<file path="config.mk">
export PLATFORM = sky130hd
export DESIGN_NAME = multi_cycle_controller
export DESIGN_NICKNAME = d
export VERILOG_FILES = /design/src/rtl/multi_cycle_controller.sv
export SDC_FILE = /design/constraint.sdc
export NUM_CORES = 1
export LEC_CHECK = 0
export CAP_MARGIN = 20
export CORE_ASPECT_RATIO = 0.6
export CORE_UTILIZATION = 35
export CTS_CLUSTER_DIAMETER = 40
export CTS_CLUSTER_SIZE = 16
export DETAILED_ROUTE_END_ITERATION = 16
export PLACE_DENSITY = 0.63
export SLEW_MARGIN = 20
export SYNTH_ARGS = -nofsm -noshare
export SYNTH_HDL_FRONTEND = slang
export SYNTH_SLANG_ARGS = --single-unit
</file>
<file path="constraint.sdc">
create_clock -name clk -period 1.55 [get_ports clk]
set_input_delay 0.465 -clock clk [delete_from_list [all_inputs] [get_ports clk]]
set_output_delay 0.465 -clock clk [all_outputs]
set_load 0.05 [all_outputs]
</file>
<file path="src/rtl/multi_cycle_controller.sv">
// -----------------------------------------------------------------------------
// multi_cycle_controller
//
// Main control FSM for the shared multi-cycle RISC-V datapath (one ALU, one
// unified instruction/data memory, IR, MDR, ALUOut and PC registers).
//
// The FSM walks IF -> ID -> [EX] -> [MEM] -> WB for every instruction. It
// decodes the opcode held in the IR and produces the datapath enables and mux
// selects for each step.
//
// Control outputs are registered. They are computed from the state being
// entered, so the values seen in a cycle are a pure function of the current
// state and opcode. The opcode comes from the IR, and the IR is stable from
// ID onward.
//
// ir_write and mdr_write are the exception. They must land on the exact cycle
// memory completes, so the registered enable is ANDed with the live mem_ready.
//
// Optional feature, enabled by defining ECALL_HALT_EN:
//   When halt_cond is high, an ECALL seen in ID parks the FSM in S_HALT with
//   is_halted=1 until reset. Without the macro, every ECALL is a plain NOP
//   (PC+4), halt_cond is ignored, and is_halted is tied to 0.
// -----------------------------------------------------------------------------
module multi_cycle_controller #(
    parameter logic [2:0] RESET_STATE = 3'd0
) (
    input  logic       clk,
    input  logic       reset,
    input  logic [6:0] opcode,
    input  logic       alu_bcond,
    input  logic       mem_ready,
    input  logic       halt_cond,
    output logic       mem_read,
    output logic       mem_write,
    output logic       i_or_d,
    output logic       ir_write,
    output logic       mdr_write,
    output logic       aluout_write,
    output logic       alu_src_a,
    output logic [1:0] alu_src_b,
    output logic [1:0] alu_op,
    output logic       reg_write,
    output logic [1:0] wb_sel,
    output logic       pc_write,
    output logic       pc_source,
    output logic       is_halted
);

    // RV32 base opcodes handled by this controller
    localparam logic [6:0] OP_R      = 7'b0110011;
    localparam logic [6:0] OP_I      = 7'b0010011;
    localparam logic [6:0] OP_LOAD   = 7'b0000011;
    localparam logic [6:0] OP_STORE  = 7'b0100011;
    localparam logic [6:0] OP_BRANCH = 7'b1100011;
    localparam logic [6:0] OP_JAL    = 7'b1101111;
    localparam logic [6:0] OP_JALR   = 7'b1100111;
    localparam logic [6:0] OP_ECALL  = 7'b1110011;

    // ALU operand / operation / write-back select encodings
    localparam logic [1:0] SRCB_RS2  = 2'b00;
    localparam logic [1:0] SRCB_FOUR = 2'b01;
    localparam logic [1:0] SRCB_IMM  = 2'b10;
    localparam logic [1:0] ALU_ADD   = 2'b00;
    localparam logic [1:0] ALU_CMP   = 2'b01;
    localparam logic [1:0] ALU_FUNCT = 2'b10;
    localparam logic [1:0] WB_ALUOUT = 2'b00;
    localparam logic [1:0] WB_MDR    = 2'b01;
    localparam logic [1:0] WB_PC4    = 2'b10;

    typedef enum logic [2:0] {
        S_IF   = 3'd0,
        S_ID   = 3'd1,
        S_EX   = 3'd2,
        S_MEM  = 3'd3,
        S_WB   = 3'd4,
        S_HALT = 3'd5
    } stateT;

    // One bundle holding every registered control output. irWriteEn and
    // mdrWriteEn are qualified by mem_ready before they leave the block.
    typedef struct packed {
        logic       memRead;
        logic       memWrite;
        logic       iOrD;
        logic       irWriteEn;
        logic       mdrWriteEn;
        logic       aluoutWrite;
        logic       aluSrcA;
        logic [1:0] aluSrcB;
        logic [1:0] aluOp;
        logic       regWrite;
        logic [1:0] wbSel;
        logic       pcWrite;
        logic       pcSource;
    } ctrlT;

    stateT r_state;
    logic  r_branchTaken;
    ctrlT  r_ctrl;

    stateT w_nextState;
    logic  w_nextTaken;
    ctrlT  w_nextCtrl;

    // Control word for a given state. In WB, 'taken' is the branch_taken
    // value that will be held while that state is active.
    function automatic ctrlT decodeCtrl(input stateT st,
                                        input logic [6:0] op,
                                        input logic taken);
        ctrlT c;
        c = '0;
        case (st)
            S_IF: begin
                c.memRead   = 1'b1;
                c.iOrD      = 1'b0;
                c.irWriteEn = 1'b1;
            end
            S_ID: begin
                // Speculatively form the branch/JAL target PC+imm in ALUOut
                c.aluSrcA     = 1'b0;
                c.aluSrcB     = SRCB_IMM;
                c.aluOp       = ALU_ADD;
                c.aluoutWrite = 1'b1;
            end
            S_EX: begin
                case (op)
                    OP_R: begin
                        c.aluSrcA     = 1'b1;
                        c.aluSrcB     = SRCB_RS2;
                        c.aluOp       = ALU_FUNCT;
                        c.aluoutWrite = 1'b1;
                    end
                    OP_I: begin
                        c.aluSrcA     = 1'b1;
                        c.aluSrcB     = SRCB_IMM;
                        c.aluOp       = ALU_FUNCT;
                        c.aluoutWrite = 1'b1;
                    end
                    OP_LOAD, OP_STORE, OP_JALR: begin
                        c.aluSrcA     = 1'b1;
                        c.aluSrcB     = SRCB_IMM;
                        c.aluOp       = ALU_ADD;
                        c.aluoutWrite = 1'b1;
                    end
                    OP_BRANCH: begin
                        // ALUOut keeps the target computed in ID
                        c.aluSrcA = 1'b1;
                        c.aluSrcB = SRCB_RS2;
                        c.aluOp   = ALU_CMP;
                    end
                    default: ;
                endcase
            end
            S_MEM: begin
                c.iOrD = 1'b1;
                if (op == OP_LOAD) begin
                    c.memRead    = 1'b1;
                    c.mdrWriteEn = 1'b1;
                end else if (op == OP_STORE) begin
                    c.memWrite = 1'b1;
                end
            end
            S_WB: begin
                // The ALU forms PC+4 live; it is used as the next PC or as the link value
                c.aluSrcA = 1'b0;
                c.aluSrcB = SRCB_FOUR;
                c.aluOp   = ALU_ADD;
                c.pcWrite = 1'b1;
                case (op)
                    OP_R, OP_I: begin
                        c.regWrite = 1'b1;
                        c.wbSel    = WB_ALUOUT;
                    end
                    OP_LOAD: begin
                        c.regWrite = 1'b1;
                        c.wbSel    = WB_MDR;
                    end
                    OP_JAL, OP_JALR: begin
                        c.regWrite = 1'b1;
                        c.wbSel    = WB_PC4;
                        c.pcSource = 1'b1;
                    end
                    OP_BRANCH: begin
                        c.pcSource = taken;
                    end
                    default: ;
                endcase
            end
            default: ;
        endcase
        return c;
    endfunction

    // Next-state and branch_taken update rules
    always_comb begin
        w_nextState = S_IF;
        w_nextTaken = r_branchTaken;
        case (r_state)
            S_IF: begin
                w_nextState = mem_ready ? S_ID : S_IF;
            end
            S_ID: begin
                if (opcode == OP_JAL) begin
                    w_nextState = S_WB;
                end else if (opcode == OP_ECALL) begin
`ifdef ECALL_HALT_EN
                    w_nextState = halt_cond ? S_HALT : S_WB;
`else
                    w_nextState = S_WB;
`endif
                end else begin
                    w_nextState = S_EX;
                end
            end
            S_EX: begin
                if (opcode == OP_BRANCH) begin
                    w_nextTaken = alu_bcond;
                end
                if (opcode == OP_LOAD || opcode == OP_STORE) begin
                    w_nextState = S_MEM;
                end else begin
                    w_nextState = S_WB;
                end
            end
            S_MEM: begin
                w_nextState = mem_ready ? S_WB : S_MEM;
            end
            S_WB: begin
                w_nextState = S_IF;
                w_nextTaken = 1'b0;
            end
            S_HALT: begin
`ifdef ECALL_HALT_EN
                w_nextState = S_HALT;
`else
                w_nextState = S_IF;
`endif
            end
            default: begin
                w_nextState = S_IF;
            end
        endcase
    end

    assign w_nextCtrl = decodeCtrl(w_nextState, opcode, w_nextTaken);

    // State, branch flag and registered control word; reset wins over any access in flight
    always_ff @(posedge clk) begin
        if (reset) begin
            r_state       <= stateT'(RESET_STATE);
            r_branchTaken <= 1'b0;
            r_ctrl        <= decodeCtrl(stateT'(RESET_STATE), opcode, 1'b0);
        end else begin
            r_state       <= w_nextState;
            r_branchTaken <= w_nextTaken;
            r_ctrl        <= w_nextCtrl;
        end
    end

`ifdef ECALL_HALT_EN
    logic r_isHalted;

    // Halt flag tracks entry into S_HALT and is only cleared by reset
    always_ff @(posedge clk) begin
        if (reset) begin
            r_isHalted <= 1'b0;
        end else begin
            r_isHalted <= (w_nextState == S_HALT);
        end
    end

    assign is_halted = r_isHalted;
`else
    logic w_unusedHaltCond;
    assign w_unusedHaltCond = halt_cond;
    assign is_halted        = 1'b0;
`endif

    assign mem_read     = r_ctrl.memRead;
    assign mem_write    = r_ctrl.memWrite;
    assign i_or_d       = r_ctrl.iOrD;
    assign ir_write     = r_ctrl.irWriteEn & mem_ready;
    assign mdr_write    = r_ctrl.mdrWriteEn & mem_ready;
    assign aluout_write = r_ctrl.aluoutWrite;
    assign alu_src_a    = r_ctrl.aluSrcA;
    assign alu_src_b    = r_ctrl.aluSrcB;
    assign alu_op       = r_ctrl.aluOp;
    assign reg_write    = r_ctrl.regWrite;
    assign wb_sel       = r_ctrl.wbSel;
    assign pc_write     = r_ctrl.pcWrite;
    assign pc_source    = r_ctrl.pcSource;

endmodule

</file>
==> summary.txt <==
Timing
  • Final Hold Vio Count: 0
  • Worst clock skew on the final layout: 2.79 ps
  • Fin Setup TNS: 0 ps
  • Setup violations, final: 0
  • Post-route fraction of the period consumed by the critical path: just under 100%
  • Maximum achievable frequency: 669 MHz
  • Setup repair after global routing missed its margin: false
  • Clock period minus worst slack: 1490 ps
  • Max-slew violation total from the final report: 0

Floorplanning
  • Area of the core region: 2310 um2
  • Die W: 68.0 um
  • Number of placement rows: 13
  • Die Area: 2820 um2
  • Starting utilization of the core area: 39.5%
  • Count of pins on the block boundary: 29
  • Vert. Die Dim: 41.6 um

Critical path
  • Startpoint kind of the worst setup timing path: primary input
  • Critical path fanouts, max: 6
  • Required @ worst endpoint: 1730 ps
  • Category of the most critical setup path: primary input to flip-flop
  • Endpoint kind of the worst setup timing path: flip-flop
  • Data arrival time of the worst path: approximately 1700 ps

Synth
  • Syn nets: 107
  • Number of storage elements in the synthesis netlist: 20
  • Proportion of synthesized chip area in sequential cells: 43.8%
  • Synth Warn #: 0
  • Per-instance average area after synthesis: 9.61 um2
  • Leading cell types by total area after synthesis: sky130_fd_sc_hd__dfxtp_1 44%, sky130_fd_sc_hd__buf_4 5.8%, sky130_fd_sc_hd__nand2b_1 3.4%, sky130_fd_sc_hd__nand3b_1 3.3%, sky130_fd_sc_hd__nor2_1 2.9%
  • Number of different library cells in the post-synthesis netlist: 40
  • Cell count after synthesis: 95
  • Number of enable flip-flop cells after synthesis: 0
  • Synth async-reset ratio: 0%
  • Library cell with the highest instance count after synthesis: sky130_fd_sc_hd__dfxtp_1
  • Ys flop type: sky130_fd_sc_hd__dfxtp_1
  • Most numerous cell types in the synthesized netlist: 20 x sky130_fd_sc_hd__dfxtp_1, 7 x sky130_fd_sc_hd__buf_4, 7 x sky130_fd_sc_hd__nor2_1
  • Area fraction of the dominant cell type after synthesis: 43.8%
  • Library cell occupying the most area in the post-synthesis netlist: sky130_fd_sc_hd__dfxtp_1
  • Cell area after synthesis: ~910 um2

Global route
  • Total routing usage reported by global routing: 18.3%
  • Global-route wire length before repair: 3.84 mm
  • Via count of the first global-routing pass: between 800 and 900
  • Pin count of the biggest net entering global routing: 13
  • Antenna violations before repair: 0
  • GRT Residual Overflow: 0

Power and ir drop
  • PnR Total Power: 1.31 mW
  • Lkg Pwr: around 0.61 nW
  • Worst VDD drop: between 0.4 and 0.5 mV
  • Pwr dens: ~840 nW/um2

Clocking
  • Clock sink count: 20
  • Number of buffers added by the clock tree synthesis step: 3
  • Worst-Skew Late Latency: 260 ps
  • Reg clk slew, reported paths: 70 ps
  • Number of levels in the clock H-tree: 1
  • Clock tree from TritonCTS: built
  • Root Driver: sky130_fd_sc_hd__clkbuf_8
  • Max clock buf depth: 2

Finish
  • Filler cells: 181
  • Ant diodes: 0
  • Ratio of cells with drive above 1 in the final layout: about half
  • Layout Area Growth over Synthesis: 71.0%
  • Final net count: 148

Route
  • Detail-routed via count per cell: between 5 and 6
  • Detailed-routing iteration count for the pre-antenna-repair pass: 4
  • Starting DRC count in detailed routing: 22
  • Number of vias after detailed routing: 873
  • Final antenna-violating net count: 0
  • Remaining routing DRC violations: 0
  • Total length of routed wires: 2.40 mm
  • Routed length per placed instance: 14.5 um

Run status
  • Run status: finished, final reports clean

Worst hold path
  • Hold/Removal Path Class: primary input to flip-flop

Run
  • Number of maximum-capacitance constraint violations: 0

Place
  • Final RePlAce weighted congestion: between 0.8 and 0.9
  • IO Port Bufs: 26
  • Dpl hpwl: between 1.5 and 2 mm
==> sequential cells by signal, summed over array words and instances, names as in the netlist, 2 cells and up <==
signal     cells
r_ctrl         2
alu_op         2
r_state        3
alu_src_b      2
wb_sel         2
==> cells in the final DEF (no fill, tap or decap), types with 3 or more instances in the layout <==
master                     synthesis  final
sky130_fd_sc_hd__buf_4             7     21
sky130_fd_sc_hd__dfxtp_1          20     19
sky130_fd_sc_hd__buf_12            0     16
sky130_fd_sc_hd__nor2_1            7      6
sky130_fd_sc_hd__buf_2             2      5
sky130_fd_sc_hd__nand3b_1          4      4
sky130_fd_sc_hd__nand2b_1          5      4
sky130_fd_sc_hd__o21ai_0           4      4
sky130_fd_sc_hd__inv_1             3      3
sky130_fd_sc_hd__nor3_1            3      3
sky130_fd_sc_hd__o22ai_1           3      3
sky130_fd_sc_hd__clkbuf_8          0      3
==> worst paths after layout <==
check / from / to / slack (ps) / depth (start not counted)
worst max-delay path: opcode[4] / mem_write / 60 / 5
worst min register to register: r_state[2] / r_branchTaken / 590 / 1
worst min-delay path: opcode[2] / pc_source / 550 / 2
worst max register to register: r_state[2] / mem_write / 70 / 4
==> final cells by class <==
| cell class | count | area (um2) | area share (%) |
|---|---|---|---|
| Multi-Input combinational cell | 61 | 493 | 31.6 |
| Clock buffer | 3 | 41.3 | 2.64 |
| Inverter | 3 | 11.3 | 0.721 |
| Tap cell | 30 | 37.5 | 2.40 |
| Sequential cell | 20 | 402 | 25.7 |
| Timing Repair Buffer | 47 | 547 | 35.0 |
| Clock inverter | 1 | 30.0 | 1.92 |
==> cell families (layout without fill, tap and decap cells) <==
logic type             Yosys count  count (layout)  synth area share [%]
flip-flops                      20              20                  43.8
AND/OR/NAND/NOR                 40              40                  27.9
buffers and inverters           14              54                  9.73
AO/OA/AOI/OAI                   20              20                  18.1
other                            1               1                 0.411
==> what timing repair did <==
action / 4_1_cts / 5_1_grt
gates resized for setup: 35 / 4
setup buffers: 1 / 0
endpoints found under the hold margin: 0 / 0
setup endpoints to repair: 21 / 7
pin swaps: 7 / 2
gates cloned: 0 / 0
hold buffers: 0 / 0
==> per-stage QoR <==
stage / worst slack, ps / std cells / util, % / instance area (um2) / hold WS [ps]
final: 55.3 / 165 / 67.6 / 1560 / 551
after global routing: 13.9 / 165 / 67.6 / 1560 / 556
after CTS: 2.51 / 165 / 67.4 / 1560 / 545
after detailed placement: -592 / 160 / 63.3 / 1460 / 597
after global placement: -592 / 160 / 63.3 / 1460 / 584
after floorplan: -42.2 / 95 / - / 942 / 523
==> per-layer routing <==
layer,part of all wire [%],up-vias,global-route usage [%]
met3,6.8,2,5.77
met5,0,-,0
met2,47,38,28.4
met1,45,421,25.1
li1,-,412,-
met4,0.58,0,2.50
==> critical path: stages <==
cell                      delay [ps]
sky130_fd_sc_hd__buf_2           130
sky130_fd_sc_hd__or4_4           550
sky130_fd_sc_hd__o22ai_4         170
sky130_fd_sc_hd__and2b_2         200
sky130_fd_sc_hd__nor3b_2         160
==> where the power goes <==
| part | leakage [nW] | switching (mW) | internal [mW] | total [mW] |
|---|---|---|---|---|
| logic | 0.409 | 0.129 | 0.114 | 0.243 |
| clock network | 0.0357 | 0.170 | 0.344 | 0.515 |
| registers | 0.163 | 0.0182 | 0.530 | 0.548 |
Note: power is estimated with default switching activity, not from simulation.
